<file path="config.mk">
export PLATFORM = sky130hd
export DESIGN_NAME = storage_arbiter
export DESIGN_NICKNAME = d
export VERILOG_FILES = /design/src/rtl/storage_arbiter_pkg.sv /design/src/rtl/storage_arbiter_rr_pick3.sv /design/src/rtl/storage_arbiter.sv
export SDC_FILE = /design/constraint.sdc
export NUM_CORES = 1
export LEC_CHECK = 0
export BUFFER_PORTS_ARGS = -buffer_cell sky130_fd_sc_hd__buf_2
export CAP_MARGIN = 40
export CORE_MARGIN = 4
export CORE_UTILIZATION = 35
export DETAILED_ROUTE_END_ITERATION = 16
export PLACE_DENSITY = 0.82
export SYNTH_ARGS = -nofsm -noshare
export SYNTH_HDL_FRONTEND = slang
export SYNTH_SLANG_ARGS = --single-unit
export TNS_END_PERCENT = 10
</file>
<file path="constraint.sdc">
create_clock -name clk -period 1.8 [get_ports clk]
set_input_delay 0.09 -clock clk [delete_from_list [all_inputs] [get_ports clk]]
set_output_delay 0.09 -clock clk [all_outputs]
set_load 0.005 [all_outputs]
</file>
<file path="src/rtl/storage_arbiter_pkg.sv">
// Shared definitions for the storage arbiter slice.
// Contents: requester index constants, requester count, FSM state encoding,
// and small helpers for index/one-hot conversion and round-robin stepping.
package storage_arbiter_pkg;

  localparam int NUM_REQ = 3;

  localparam logic [1:0] REQ_IN   = 2'd0;
  localparam logic [1:0] REQ_DISP = 2'd1;
  localparam logic [1:0] REQ_CALC = 2'd2;

  typedef enum logic {
    ST_IDLE  = 1'b0,
    ST_GRANT = 1'b1
  } arb_state_t;

  // Requester that follows idx in the in -> disp -> calc -> in ring.
  function automatic logic [1:0] next_req(input logic [1:0] idx);
    case (idx)
      REQ_IN:   return REQ_DISP;
      REQ_DISP: return REQ_CALC;
      default:  return REQ_IN;
    endcase
  endfunction

  function automatic logic [NUM_REQ-1:0] req_onehot(input logic [1:0] idx);
    return NUM_REQ'(1) << idx;
  endfunction

  function automatic logic [1:0] onehot_idx(input logic [NUM_REQ-1:0] oh);
    if (oh[2]) return REQ_CALC;
    if (oh[1]) return REQ_DISP;
    return REQ_IN;
  endfunction

endpackage

</file>
<file path="src/rtl/storage_arbiter_rr_pick3.sv">
// Combinational round-robin selector for three requesters.
// Ports:
//   req    - request vector, bit index = requester index
//   ptr    - requester with highest priority this round
//   winner - one-hot winner (all zero when req is zero)
// Search order starts at ptr and wraps in -> disp -> calc -> in.
module storage_arbiter_rr_pick3
  import storage_arbiter_pkg::*;
(
  input  logic [NUM_REQ-1:0] req,
  input  logic [1:0]         ptr,
  output logic [NUM_REQ-1:0] winner
);

  always_comb begin
    winner = '0;
    case (ptr)
      REQ_DISP: begin
        if      (req[1]) winner = 3'b010;
        else if (req[2]) winner = 3'b100;
        else if (req[0]) winner = 3'b001;
      end
      REQ_CALC: begin
        if      (req[2]) winner = 3'b100;
        else if (req[0]) winner = 3'b001;
        else if (req[1]) winner = 3'b010;
      end
      default: begin
        if      (req[0]) winner = 3'b001;
        else if (req[1]) winner = 3'b010;
        else if (req[2]) winner = 3'b100;
      end
    endcase
  end

endmodule

</file>
<file path="src/rtl/storage_arbiter.sv">
// Arbiter sharing a single-port storage between the input subsystem,
// the display subsystem (read-only) and the calculator core.
// Ports:
//   clk, rst_n                       - clock, async active-low reset
//   i_req_*/o_gnt_*                  - per-requester request / grant
//   i_addr_*, i_wdata_*, i_we_*      - per-requester beat payload
//   o_rvalid_*                       - per-requester read-data strobe
//   o_storage_addr/data/we           - registered storage command
//   i_storage_rdata                  - storage read data (1 cycle latency)
//   o_rdata                          - read data shared by all requesters
//   dbg_state                        - current arbiter FSM state
//
// Handshake: a requester holds i_req_x high while it wants storage. Once
// o_gnt_x is high, every cycle with i_req_x & o_gnt_x is one accepted beat
// (its addr/wdata/we are sampled that cycle). Dropping i_req_x while granted
// releases the storage; dropping it before being granted is allowed and
// issues nothing. o_rvalid_x pulses two cycles after each accepted read
// beat, together with valid data on o_rdata.
module storage_arbiter
  import storage_arbiter_pkg::*;
#(
  parameter int ADDR_W    = 8,
  parameter int DATA_W    = 32,
  parameter int MAX_BURST = 16
) (
  input  logic              clk,
  input  logic              rst_n,
  input  logic              i_req_in,
  input  logic [ADDR_W-1:0] i_addr_in,
  input  logic [DATA_W-1:0] i_wdata_in,
  input  logic              i_we_in,
  output logic              o_gnt_in,
  output logic              o_rvalid_in,
  input  logic              i_req_disp,
  input  logic [ADDR_W-1:0] i_addr_disp,
  output logic              o_gnt_disp,
  output logic              o_rvalid_disp,
  input  logic              i_req_calc,
  input  logic [ADDR_W-1:0] i_addr_calc,
  input  logic [DATA_W-1:0] i_wdata_calc,
  input  logic              i_we_calc,
  output logic              o_gnt_calc,
  output logic              o_rvalid_calc,
  output logic [ADDR_W-1:0] o_storage_addr,
  output logic [DATA_W-1:0] o_storage_data,
  output logic              o_storage_we,
  input  logic [DATA_W-1:0] i_storage_rdata,
  output logic [DATA_W-1:0] o_rdata,
  output arb_state_t        dbg_state
);

  // Burst counter holds 0 .. MAX_BURST-1.
  localparam int CNT_W = (MAX_BURST > 1) ? $clog2(MAX_BURST) : 1;
  localparam logic [CNT_W-1:0] CNT_LAST = CNT_W'(MAX_BURST - 1);

  arb_state_t         state_q, state_d;
  logic [1:0]         owner_q, owner_d;
  logic [1:0]         ptr_q, ptr_d;
  logic [CNT_W-1:0]   cnt_q, cnt_d;
  logic [NUM_REQ-1:0] gnt_q, gnt_d;
  logic [NUM_REQ-1:0] req_vec, win, others;
  logic               beat;

  logic [ADDR_W-1:0]  sel_addr;
  logic [DATA_W-1:0]  sel_wdata;
  logic               sel_we;

  logic [ADDR_W-1:0]  addr_q;
  logic [DATA_W-1:0]  data_q;
  logic               we_q;

  // Read return pipeline: stage 1 tracks the cycle the address is on the
  // storage, stage 2 is the cycle the data comes back. The tag is the owner
  // at acceptance, so data is delivered even after the grant has dropped.
  logic               rd_vld_q;
  logic [1:0]         rd_tag_q;
  logic [NUM_REQ-1:0] rvalid_q;

  assign req_vec = {i_req_calc, i_req_disp, i_req_in};
  assign others  = req_vec & ~req_onehot(owner_q);

  storage_arbiter_rr_pick3 u_pick (
    .req    (req_vec),
    .ptr    (ptr_q),
    .winner (win)
  );

  // Payload of the current owner. Display is read-only, so its write
  // enable and data are forced to zero.
  always_comb begin
    sel_addr  = i_addr_in;
    sel_wdata = i_wdata_in;
    sel_we    = i_we_in;
    case (owner_q)
      REQ_DISP: begin
        sel_addr  = i_addr_disp;
        sel_wdata = '0;
        sel_we    = 1'b0;
      end
      REQ_CALC: begin
        sel_addr  = i_addr_calc;
        sel_wdata = i_wdata_calc;
        sel_we    = i_we_calc;
      end
      default: ;
    endcase
  end

  always_comb begin
    state_d = state_q;
    owner_d = owner_q;
    ptr_d   = ptr_q;
    cnt_d   = cnt_q;
    gnt_d   = gnt_q;
    beat    = 1'b0;
    case (state_q)
      ST_IDLE: begin
        if (|req_vec) begin
          state_d = ST_GRANT;
          owner_d = onehot_idx(win);
          gnt_d   = win;
          cnt_d   = '0;
        end
      end
      ST_GRANT: begin
        if (!req_vec[owner_q]) begin
          state_d = ST_IDLE;
          gnt_d   = '0;
          ptr_d   = next_req(owner_q);
          cnt_d   = '0;
        end else begin
          beat = 1'b1;
          if (cnt_q == CNT_LAST) begin
            // Burst limit only forces a release when someone is waiting;
            // otherwise the count restarts and the owner keeps going.
            cnt_d = '0;
            if (|others) begin
              state_d = ST_IDLE;
              gnt_d   = '0;
              ptr_d   = next_req(owner_q);
            end
          end else begin
            cnt_d = cnt_q + CNT_W'(1);
          end
        end
      end
      default: begin
        state_d = ST_IDLE;
        gnt_d   = '0;
      end
    endcase
  end

  always_ff @(posedge clk or negedge rst_n) begin
    if (!rst_n) begin
      state_q <= ST_IDLE;
      owner_q <= REQ_IN;
      ptr_q   <= REQ_IN;
      cnt_q   <= '0;
      gnt_q   <= '0;
    end else begin
      state_q <= state_d;
      owner_q <= owner_d;
      ptr_q   <= ptr_d;
      cnt_q   <= cnt_d;
      gnt_q   <= gnt_d;
    end
  end

  always_ff @(posedge clk or negedge rst_n) begin
    if (!rst_n) begin
      addr_q   <= '0;
      data_q   <= '0;
      we_q     <= 1'b0;
      rd_vld_q <= 1'b0;
      rd_tag_q <= REQ_IN;
      rvalid_q <= '0;
    end else begin
      if (beat) begin
        addr_q <= sel_addr;
        data_q <= sel_wdata;
        we_q   <= sel_we;
      end else begin
        we_q   <= 1'b0;
      end
      rd_vld_q <= beat & ~sel_we;
      rd_tag_q <= owner_q;
      rvalid_q <= rd_vld_q ? req_onehot(rd_tag_q) : '0;
    end
  end

  assign o_gnt_in       = gnt_q[REQ_IN];
  assign o_gnt_disp     = gnt_q[REQ_DISP];
  assign o_gnt_calc     = gnt_q[REQ_CALC];
  assign o_rvalid_in    = rvalid_q[REQ_IN];
  assign o_rvalid_disp  = rvalid_q[REQ_DISP];
  assign o_rvalid_calc  = rvalid_q[REQ_CALC];
  assign o_storage_addr = addr_q;
  assign o_storage_data = data_q;
  assign o_storage_we   = we_q;
  assign o_rdata        = i_storage_rdata;
  assign dbg_state      = state_q;

endmodule
</file>
==> impl_metrics.prom <==
# TYPE chip_impl_metric gauge
chip_impl_metric{name="synth_enable_flop_cells",unit=""} 0
chip_impl_metric{name="core_box_area",unit="um^2"} 8890
chip_impl_metric{name="first_pass_grt_wire_length",unit="um"} 13200
chip_impl_info{name="worstPathCellList",value="inv_1 -> ha_1 -> and2_1 -> buf_12 -> a22o_1 -> mux2_2"} 1
chip_impl_info{name="synth_top_flop_cell",value="sky130_fd_sc_hd__dfrtp_1"} 1
chip_impl_metric{name="number_of_fill_cells",unit=""} 819
chip_impl_metric{name="design.final.nets",unit=""} 550
chip_impl_metric{name="cts_buffer_depth",unit=""} 2
chip_impl_metric{name="drive_above_1_share",unit=""} 0.521
chip_impl_metric{name="clk-insertion-delay-late",unit="ns"} 0.34
chip_impl_metric{name="antenna_left",unit=""} 0
chip_impl_metric{name="dpl_cell_area",unit="um^2"} 3890
chip_impl_metric{name="fp.dieArea",unit="um^2"} 10900
chip_impl_metric{name="final_period_minus_worst_setup_slack",unit="ns"} 1.78
chip_impl_info{name="netlist.top_cell.by_area",value="sky130_fd_sc_hd__dfrtp_1"} 1
chip_impl_metric{name="setup_total_negative_slack",unit="ns"} 0
chip_impl_metric{name="floorplan.initialDensity",unit=""} 0.366
chip_impl_info{name="timing.rr.end",value="o_storage_data[8]"} 1
chip_impl_metric{name="critical_path.max_fanout",unit=""} 20
chip_impl_info{name="tritoncts",value="yes"} 1
chip_impl_metric{name="r2r.worst_path.cells",unit=""} 6
chip_impl_metric{name="number_of_remaining_drc_errors",unit=""} 0
chip_impl_metric{name="synth.ff_latch_count",unit=""} 59
chip_impl_metric{name="synthArstFlopShare",unit=""} 1.00
chip_impl_metric{name="flow.area_growth_from_synthesis",unit="%"} 27.3
chip_impl_metric{name="routabilityCongestion",unit=""} 0.745
chip_impl_info{name="min-delay-start",value="i_we_calc"} 1
chip_impl_metric{name="max_clock_freq",unit="GHz"} 0.562
chip_impl_metric{name="hpwl",unit="um"} 6220
chip_impl_metric{name="cts_buffers",unit=""} 9
chip_impl_metric{name="ios",unit=""} 207
chip_impl_info{name="final_common_cell",value="sky130_fd_sc_hd__buf_2"} 1
chip_impl_metric{name="static-leakage-power",unit="uW"} 0.00212
chip_impl_metric{name="worst_path_largest_cell_delay",unit="ns"} 0.45
chip_impl_metric{name="clock_skew",unit="ns"} 0.00745
chip_impl_metric{name="r2r_setup_slack",unit="ns"} 0.02
chip_impl_metric{name="syn-instance-count",unit=""} 299
chip_impl_metric{name="max-slew-margin-rel",unit=""} 0.507
chip_impl_metric{name="die_height",unit="um"} 104
chip_impl_metric{name="finalSetupViolCount",unit=""} 0
chip_impl_metric{name="cts.htree.levels",unit=""} 3
chip_impl_metric{name="core.rowCount",unit=""} 34
chip_impl_info{name="synthTopCellsByArea",value="sky130_fd_sc_hd__dfrtp_1, sky130_fd_sc_hd__mux2_2, sky130_fd_sc_hd__buf_4, sky130_fd_sc_hd__a22o_1, sky130_fd_sc_hd__ha_1"} 1
chip_impl_metric{name="crit_arrival",unit="ns"} 2.00
chip_impl_info{name="worst_setup_path_start_kind",value="flip-flop"} 1
chip_impl_metric{name="holdPathStages",unit=""} 3
chip_impl_info{name="result_of_the_run",value="completed"} 1
chip_impl_metric{name="clock-sinks",unit=""} 59
chip_impl_info{name="hold_path_end",value="o_storage_we"} 1
chip_impl_metric{name="cts.reportedPaths.clkPinSlew",unit="ns"} 0.07
chip_impl_metric{name="synth.avg_cell_area",unit="um^2"} 10.9
chip_impl_metric{name="drv_cap",unit=""} 0
chip_impl_metric{name="timing.final.hold_violations",unit=""} 0
chip_impl_info{name="hold_path_class",value="input pin to flip-flop"} 1
chip_impl_metric{name="vdd_ir_drop_max",unit="V"} 0.000932
chip_impl_metric{name="grt_pass1_vias",unit=""} 2716
chip_impl_metric{name="cts.repair_timing.setup_buffer_count",unit=""} 0
chip_impl_info{name="rsz0062_at_grt",value="yes"} 1
chip_impl_metric{name="number_of_optimization_iterations_in_the_first_detailed_route_pass",unit=""} 4
chip_impl_metric{name="route.final.wire_length",unit="um"} 8310
chip_impl_info{name="crit_path_end_kind",value="flip-flop"} 1
chip_impl_metric{name="floorplan.die.width",unit="um"} 104
chip_impl_metric{name="synthesis.nets",unit=""} 433
chip_impl_metric{name="yosysWarnings",unit=""} 0
chip_impl_metric{name="route.detailed.vias_per_inst",unit=""} 5.01
chip_impl_metric{name="worstPathRequired",unit="ns"} 2.02
chip_impl_metric{name="initial_antenna_violation_count",unit=""} 0
chip_impl_metric{name="synth.top_cell.area_share",unit=""} 0.454
chip_impl_info{name="worst-setup-path-type",value="flip-flop to flip-flop"} 1
chip_impl_metric{name="proportion_of_synthesized_chip_area_in_sequential_cells",unit=""} 0.454
chip_impl_metric{name="antennaDiodeCount",unit=""} 0
chip_impl_metric{name="port_buf_inserts",unit=""} 142
chip_impl_metric{name="vias",unit=""} 2645
chip_impl_info{name="layout_common_cells",value="sky130_fd_sc_hd__buf_2, sky130_fd_sc_hd__dfrtp_1, sky130_fd_sc_hd__mux2_2"} 1
chip_impl_metric{name="mappedNetlistArea",unit="um^2"} 3250
chip_impl_metric{name="avgRoutedWirePerCell",unit="um"} 15.7
chip_impl_metric{name="max_slew.worst_pin.slew",unit="ns"} 0.733
chip_impl_info{name="worst_path_max_delay_cell",value="sky130_fd_sc_hd__dfrtp_2"} 1
chip_impl_metric{name="maxSlewViolCount",unit=""} 0
chip_impl_metric{name="grt_overflow_total",unit=""} 0
chip_impl_metric{name="grtUsageTotal",unit=""} 0.151
chip_impl_info{name="clk_root_buffer_cell",value="sky130_fd_sc_hd__clkbuf_8"} 1
chip_impl_metric{name="post-route-period-util",unit=""} 0.989
chip_impl_metric{name="grt_max_degree",unit=""} 43
chip_impl_metric{name="detailedRoute.firstIterationViolations",unit=""} 86
chip_impl_metric{name="yosys.cell_types.count",unit=""} 40
chip_impl_metric{name="p_per_area",unit="nW/um^2"} 1760
chip_impl_metric{name="final_design_area_no_fill",unit="um^2"} 4140
chip_impl_info{name="reg2reg_from",value="owner_q[0]"} 1
[cells by family after synthesis]
kind of cell,share of synthesized area
muxes,0.151
DFF,0.454
buffers and inverters,0.133
adders and majority gates,0.0269
AOI/OAI and AO/OA,0.157
and+or+nand+nor,0.0785
[flip-flops by register name, summed over array words and instances (netlist names)]
register        cells
cnt_q               4
dbg_state           1
gnt_q               3
o_storage_addr      8
o_storage_data     32
o_storage_we        1
owner_q             2
ptr_q               2
rd_tag_q            2
rd_vld_q            1
rvalid_q            3
[timing repair]
action,CTS,global route
gates resized for setup,0,3
hold buffers,1,0
setup endpoints to repair,0,39
endpoints found under the hold margin,17,0
[synthesized netlist by cell type (all sizes together), types with 2 or more instances]
library cell	number
a211oi	2
a21oi	11
a22o	20
a22oi	9
a32o	2
and2	3
buf	39
clkbuf	8
dfrtp	59
dlygate4sd1	2
ha	7
inv	21
mux2	42
nand2	6
nand2b	5
nand3	15
nor2	10
nor2b	3
o21ai	18
o21bai	2
[critical path: cells and delay by family (launching register included)]
family                   cells  cell delay (ns)
AND/OR/NAND/NOR              1             0.18
AO/OA/AOI/OAI                1             0.18
buffers and inverters        2             0.25
multiplexers                 1             0.27
flip-flops                   1             0.45
adder cells (fa/ha/maj)      1             0.33
[worst max path at each step]
stage | slack [ns] | start | depth (start not counted) | to
after global routing | -0.05 | owner_q[0] | 6 | o_storage_data[8]
after detailed placement | 0.04 | owner_q[0] | 6 | o_storage_data[8]
after global placement | 0.10 | owner_q[0] | 6 | o_storage_data[29]
after CTS | 0.03 | owner_q[0] | 6 | o_storage_data[8]
final | 0.02 | owner_q[0] | 6 | o_storage_data[8]
after floorplan | 0.02 | owner_q[1] | 7 | ptr_q[0]
[metrics by stage]
stage | util | total power (uW) | instances | hold slack, ns | setup WS [ns]
floorplan | - | 4660 | 299 | -0.206 | 0.0157
global placement | 0.437 | 5690 | 512 | 0.0546 | 0.103
detailed placement | 0.437 | 5870 | 512 | 0.0537 | 0.0386
CTS | 0.464 | 7350 | 528 | 0.0321 | 0.0273
global route | 0.466 | 7820 | 528 | 0.0856 | -0.0533
finish | 0.466 | 7280 | 528 | 0.0433 | 0.0201
[power breakdown]
group,leakage [uW],switching [uW],internal [uW],total [uW]
Combinational,0.00126,1610,1910,3520
Clock,0.000119,551,905,1460
Sequential,0.000738,370,1940,2310
[routing by layer]
metal	GRT usage	vias to the layer above	wire, um
met5	0	-	0
met4	0.0703	0	229
met3	0.0459	30	601
met2	0.264	124	4200
met1	0.167	1236	3270
li1	-	1255	-
[cell type report]
class / instances / area [um^2] / area share
clock buffer: 9 / 124 / 0.0299
clock inverter: 6 / 105 / 0.0254
inverter: 21 / 78.8 / 0.0190
multi-input combinational: 170 / 1360 / 0.327
sequential: 59 / 1480 / 0.357
tap: 108 / 135 / 0.0326
timing repair buffer: 155 / 865 / 0.209
Power figures use the tool's default switching activity.
